==> src/rtl/mw_stage_reg_pkg.sv <==
`default_nettype none
// ============================================================================
// Module   : mw_stage_reg_pkg
// Purpose  : Shared pipeline definitions. This package holds the opcode and
//            func constants used by the stage controllers, the W-stage
//            write-data select encoding, and a load-opcode helper.
// Ports    : none (package)
// Revision : 1.0 - initial release
// ============================================================================
package mw_stage_reg_pkg;

  // Primary opcodes, instr[31:26]
  localparam logic [5:0] OP_R    = 6'b000000;
  localparam logic [5:0] OP_J    = 6'b000010;
  localparam logic [5:0] OP_JAL  = 6'b000011;
  localparam logic [5:0] OP_BEQ  = 6'b000100;
  localparam logic [5:0] OP_BNE  = 6'b000101;
  localparam logic [5:0] OP_ORI  = 6'b001101;
  localparam logic [5:0] OP_LUI  = 6'b001111;
  localparam logic [5:0] OP_LB   = 6'b100000;
  localparam logic [5:0] OP_LH   = 6'b100001;
  localparam logic [5:0] OP_LW   = 6'b100011;
  localparam logic [5:0] OP_LBU  = 6'b100100;
  localparam logic [5:0] OP_LHU  = 6'b100101;
  localparam logic [5:0] OP_SB   = 6'b101000;
  localparam logic [5:0] OP_SH   = 6'b101001;
  localparam logic [5:0] OP_SW   = 6'b101011;

  // R-type func codes, instr[5:0]
  localparam logic [5:0] FUNC_JR   = 6'b001000;
  localparam logic [5:0] FUNC_JALR = 6'b001001;
  localparam logic [5:0] FUNC_ADDU = 6'b100001;
  localparam logic [5:0] FUNC_SUBU = 6'b100011;

  // Link offset: return address skips the branch delay slot
  localparam logic [31:0] LINK_OFFSET = 32'd8;

  // Register-file write-data source in W
  typedef enum logic [1:0] {
    WD_ALU  = 2'd0,
    WD_MEM  = 2'd1,
    WD_PC8  = 2'd2,
    WD_ZERO = 2'd3
  } wd_sel_e;

  function automatic logic is_load(input logic [5:0] opcode);
    return (opcode == OP_LW)  || (opcode == OP_LB)  || (opcode == OP_LBU) ||
           (opcode == OP_LH)  || (opcode == OP_LHU);
  endfunction

endpackage
`default_nettype wire

==> src/rtl/mw_stage_reg_w_dext.sv <==
`default_nettype none
// ============================================================================
// Module   : w_dext
// Purpose  : Combinational load-data extender for the W stage. It picks a
//            byte or halfword lane from the aligned memory word and then
//            sign- or zero-extends it. The lane mapping is little-endian.
// Ports    : opcode [5:0]  registered opcode of the W instruction
//            offset [1:0]  byte offset within the word (aluout[1:0])
//            word   [31:0] raw aligned word read from data memory
//            ext    [31:0] extended load data
// Revision : 1.0 - initial release
// ============================================================================
module w_dext
  import mw_stage_reg_pkg::*;
(
  input  logic [5:0]  opcode,
  input  logic [1:0]  offset,
  input  logic [31:0] word,
  output logic [31:0] ext
);

  logic [7:0]  w_byte;
  logic [15:0] w_half;

  always_comb begin
    w_byte = word[7:0];
    case (offset)
      2'd0:    w_byte = word[7:0];
      2'd1:    w_byte = word[15:8];
      2'd2:    w_byte = word[23:16];
      default: w_byte = word[31:24];
    endcase
  end

  // Halfword lane chosen by offset[1] only; a misaligned offset[0] is ignored
  assign w_half = offset[1] ? word[31:16] : word[15:0];

  always_comb begin
    ext = word;
    case (opcode)
      OP_LW:   ext = word;
      OP_LB:   ext = {{24{w_byte[7]}}, w_byte};
      OP_LBU:  ext = {24'd0, w_byte};
      OP_LH:   ext = {{16{w_half[15]}}, w_half};
      OP_LHU:  ext = {16'd0, w_half};
      default: ext = word;
    endcase
  end

endmodule
`default_nettype wire

==> src/rtl/mw_stage_reg.sv <==
`default_nettype none
// ============================================================================
// Module   : mw_stage_reg
// Purpose  : M/W pipeline register with load-data extension, write-data
//            select and a retired-instruction counter. clr flushes a bubble
//            in and takes priority over en. en=0 stalls every register,
//            including the counter.
// Ports    : clk, reset                 clock, async active-high reset
//            en, clr                    latch enable (stall) / sync flush
//            M_instr/M_pc/M_aluout/M_dmrd   M-stage inputs
//            W_instr, W_pc8, W_aluout   registered instruction, pc+8, ALU
//            W_memdata, W_wd            extended load data, RF write data
//            W_retired                  non-bubble instruction count
// Revision : 1.0 - initial release
// ============================================================================
module mw_stage_reg
  import mw_stage_reg_pkg::*;
(
  input  logic        clk,
  input  logic        reset,
  input  logic        en,
  input  logic        clr,
  input  logic [31:0] M_instr,
  input  logic [31:0] M_pc,
  input  logic [31:0] M_aluout,
  input  logic [31:0] M_dmrd,
  output logic [31:0] W_instr,
  output logic [31:0] W_pc8,
  output logic [31:0] W_aluout,
  output logic [31:0] W_memdata,
  output logic [31:0] W_wd,
  output logic [31:0] W_retired
);

  logic [31:0] instr_q,   instr_d;
  logic [31:0] pc_q,      pc_d;
  logic [31:0] aluout_q,  aluout_d;
  logic [31:0] dmrd_q,    dmrd_d;
  logic [31:0] retired_q, retired_d;

  // Next-state: flush beats enable; a flush holds the counter.
  always_comb begin
    instr_d   = instr_q;
    pc_d      = pc_q;
    aluout_d  = aluout_q;
    dmrd_d    = dmrd_q;
    retired_d = retired_q;
    if (clr) begin
      instr_d  = '0;
      pc_d     = '0;
      aluout_d = '0;
      dmrd_d   = '0;
    end else if (en) begin
      instr_d  = M_instr;
      pc_d     = M_pc;
      aluout_d = M_aluout;
      dmrd_d   = M_dmrd;
      if (M_instr != '0) begin
        retired_d = retired_q + 32'd1;
      end
    end
  end

  always_ff @(posedge clk or posedge reset) begin
    if (reset) begin
      instr_q   <= '0;
      pc_q      <= '0;
      aluout_q  <= '0;
      dmrd_q    <= '0;
      retired_q <= '0;
    end else begin
      instr_q   <= instr_d;
      pc_q      <= pc_d;
      aluout_q  <= aluout_d;
      dmrd_q    <= dmrd_d;
      retired_q <= retired_d;
    end
  end

  logic [5:0]  w_opcode;
  logic [5:0]  w_func;
  logic [31:0] w_memdata;
  wd_sel_e     w_sel;

  assign w_opcode = instr_q[31:26];
  assign w_func   = instr_q[5:0];

  w_dext u_w_dext (
    .opcode (w_opcode),
    .offset (aluout_q[1:0]),
    .word   (dmrd_q),
    .ext    (w_memdata)
  );

  // An all-zero word (bubble or nop) must write zero even if the captured
  // aluout is nonzero, so it is checked ahead of the link/load selection.
  always_comb begin
    w_sel = WD_ALU;
    if (instr_q == '0) begin
      w_sel = WD_ZERO;
    end else if ((w_opcode == OP_JAL) ||
                 ((w_opcode == OP_R) && (w_func == FUNC_JALR))) begin
      w_sel = WD_PC8;
    end else if (is_load(w_opcode)) begin
      w_sel = WD_MEM;
    end
  end

  assign W_instr   = instr_q;
  assign W_pc8     = pc_q + LINK_OFFSET;
  assign W_aluout  = aluout_q;
  assign W_memdata = w_memdata;
  assign W_retired = retired_q;

  always_comb begin
    W_wd = aluout_q;
    case (w_sel)
      WD_ALU:  W_wd = aluout_q;
      WD_MEM:  W_wd = w_memdata;
      WD_PC8:  W_wd = W_pc8;
      default: W_wd = '0;
    endcase
  end

endmodule
`default_nettype wire

==> config.mk <==
export PLATFORM = sky130hd
export DESIGN_NAME = mw_stage_reg
export DESIGN_NICKNAME = d
export VERILOG_FILES = /design/src/rtl/mw_stage_reg_pkg.sv /design/src/rtl/mw_stage_reg_w_dext.sv /design/src/rtl/mw_stage_reg.sv
export SDC_FILE = /design/constraint.sdc
export NUM_CORES = 1
export LEC_CHECK = 0
export ABC_AREA = 1
export CAP_MARGIN = 20
export CORE_UTILIZATION = 41
export CTS_CLUSTER_SIZE = 24
export DETAILED_ROUTE_END_ITERATION = 6
export DONT_BUFFER_PORTS = 1
export PLACE_DENSITY = 0.57
export SETUP_SLACK_MARGIN = 0.3
export SYNTH_ARGS = -nofsm -noshare
export SYNTH_HDL_FRONTEND = slang
export SYNTH_HIERARCHICAL = 1
export SYNTH_SLANG_ARGS = --single-unit
==> constraint.sdc <==
create_clock -name clk -period 6.2 [get_ports clk]
set_input_delay 1.86 -clock clk [delete_from_list [all_inputs] [get_ports clk]]
set_output_delay 1.86 -clock clk [all_outputs]
set_load 0.005 [all_outputs]
==> results.cfg <==
[status]
status = finished, final reports clean

[die]
start_util = 0.420
num_rows = 56
coreArea_sq_um = 23600
die_h_um = 157
die_w_um = 157
dieArea_sq_um = 24800
io_pins = 324

[cells_and_area]
diodes = 0
final_common_cell = nand2_1
syn_to_final_growth_pct = 8.50
fin_nets = 1583
mostFrequentLayoutCells = 547 x nand2_1, 203 x inv_1, 160 x dfrtp_1, 133 x nor2_1, 101 x o21ai_0
drive_above_1_share = 0.0581

[worst_setup_path]
critical_path_buf_inv_count = 2
cp.arrival_ns = 3.12
r2r_setup_slack_ns = 4.37
r2r_end = W_retired[28]$_DFFE_PP0P_
r2r-start = W_retired[0]$_DFFE_PP0P_
cp_common_cell = nand3_1
crit_fanout = 30
critical_path_depth = 7
crit_family = buffers and inverters
crit_slowest_cell = dfrtp_1
rr_worst_depth = 10
end_kind = output pin
crit_chain = nand2_1 -> a21oi_1 -> nand3_1 -> buf_4 -> inv_2 -> nand3_1 -> nand3_1
start_kind = flop
worstPathRequired_ns = 4.34
crit_type = reg -> out
slowest_delay_ns = 0.77

[cts]
root_buffer = clkbuf_16
h-tree-depth = 4
clk_latency_ns = 0.43
path_clk_slew_ns = 0.06
clock_sinks = 160
cts_resized = 0
cts_made_buffers = 17
tritoncts = done
hold_buffers = 0
post_cts_buffers = 0
cts_buffer_depth = 2

[global_routing]
grt_pass1_wl_um = 54100
grt_pass1_vias = 8922
grt_usage = 0.297
overflow = 0
grt_start_max_net_pins = 161
antenna_found_initial = 1

[drt]
ant_nets = 0
vias = 9519
viasPerCell = 5.34
wl_per_cell_um = 20.8
drt_wl_total_um = 37100
post-route-drc-count = 0
drt-pass1-iter-count = 6
drt_iter0_markers = 881

[synth]
yosysSeqAreaShare = 0.404
synth_seq_cells = 160
ys_types = 34
syn_area_sq_um = 9910
ys_warn_count = 6
synth.avg_cell_area_sq_um = 6.69
synthCells = 1482
synth_edf_count = 0
synthArstFlopShare = 1.00
ys.flop_type = dfrtp_1
synth_nets = 1616

[sta]
skew_ns = 0.0134
relSlewSlack = 0.236
rsz0062_at_grt = no
drv_slew = 0
min_period_over_period = 0.803
setup_ws_ns = 1.22
worst_pin_slew_ns = 1.14
fin_crit_ns = 4.98
setup_tns_ns = 0
hold_viol_final = 0
max_freq_mhz = 201
setup_viol = 0

[placement]
io_buffers = 0
place.gp.congestion = 0.910
dp_hpwl_um = 27600
dp_slack_ns = 1.68

[worst_hold_path]
hold_path.class = reg -> reg
holdPathStages = 2
hold_start = pc_q[31]$_DFFE_PP0P_
min_to = pc_q[31]$_DFFE_PP0P_

[job]
cap_violations = 0

[power]
power_density_nw_per_um2 = 247
p_leak_uw = 0.00517
peakVddDrop_v = 0.000132
==> worst max-delay path by stage <==
stage | to | slack (ns) | startpoint
final | W_wd[25] | 1.22 | W_instr[26]$_DFFE_PP0P_
after global routing | W_wd[18] | 1.02 | W_instr[26]$_DFFE_PP0P_
after CTS | W_wd[2] | 1.21 | W_instr[26]$_DFFE_PP0P_
after detailed placement | W_wd[2] | 1.68 | W_instr[26]$_DFFE_PP0P_
after global placement | W_wd[1] | 1.76 | W_instr[26]$_DFFE_PP0P_
after floorplan | W_aluout[0]$_DFFE_PP0P_ | 2.31 | reset
==> cell usage after synthesis, types with 4 or more instances <==
library cell | instances | share of area
nor2_4 | 4 | 0.0045
nand3_2 | 11 | 0.011
nor2_2 | 8 | 0.0051
xnor2_1 | 5 | 0.0044
o21ai_1 | 4 | 0.0020
inv_2 | 4 | 0.0015
inv_1 | 204 | 0.077
nand3_1 | 96 | 0.048
o22ai_1 | 31 | 0.020
and2_1 | 9 | 0.0057
nor2_1 | 134 | 0.051
nand2_1 | 547 | 0.21
clkbuf_1 | 32 | 0.012
dfrtp_1 | 160 | 0.40
nand3b_1 | 15 | 0.011
nand2_2 | 7 | 0.0044
o21ai_0 | 101 | 0.051
buf_2 | 20 | 0.010
nand4_1 | 48 | 0.030
a21oi_1 | 4 | 0.0020
xor2_1 | 17 | 0.015
==> registers in the layout, indices dropped and copies added, names as in the netlist <==
signal     flops
W_instr       32
W_aluout      32
dmrd_q        32
W_retired     32
pc_q          32
==> report_power, final <==
| part | leakage, uW | total [uW] | switching, uW | internal, uW |
|---|---|---|---|---|
| logic | 0.00273 | 323 | 233 | 89.7 |
| registers | 0.00214 | 1190 | 88.4 | 1100 |
| clock network | 0.000301 | 1150 | 496 | 649 |
==> cell type report <==
type	count	area (sq um)
sequential	160	4000
fill	2530	12900
inverter	209	788
tap	319	399
multi-input combinational	1051	4810
clock inverter	15	196
clock buffer	17	425
timing repair buffer	10	128
==> cells by family (layout without fill, tap and decap cells) <==
group,after synthesis,in the layout,share of synthesized area
flops,160,160,0.404
xor+xnor,24,24,0.0227
simple gates,883,883,0.383
fa+ha+maj,2,2,0.00252
compound gates,142,142,0.0761
buf+inv,271,251,0.111
==> per-layer routing <==
layer,track usage,share of wire,up-vias
met5,0,0.00032,-
met4,0.141,0.043,2
met3,0.0867,0.090,75
met2,0.487,0.46,456
met1,0.358,0.41,4428
li1,-,-,4558
==> tightest hold or removal path, cell delays in order (launching register included) <==
cell and delay (ns):
dfrtp_1 0.38, inv_1 0.07, o21ai_0 0.08
==> per-stage QoR <==
| step | std cells | area [sq um] | utilization | total power [uW] | hold slack [ns] |
|---|---|---|---|---|---|
| 5_1_grt | 1781 | 10800 | 0.455 | 2770 | 0.610 |
| 3_3_place_gp | 1747 | 10100 | 0.427 | 1520 | 0.544 |
| 3_5_place_dp | 1747 | 10100 | 0.427 | 1530 | 0.560 |
| 2_1_floorplan | 1482 | 9910 | - | 1400 | 0.506 |
| 6_report | 1781 | 10800 | 0.455 | 2660 | 0.566 |
| 4_1_cts | 1779 | 10700 | 0.453 | 2670 | 0.573 |
Note: power is estimated with default switching activity, not from simulation.
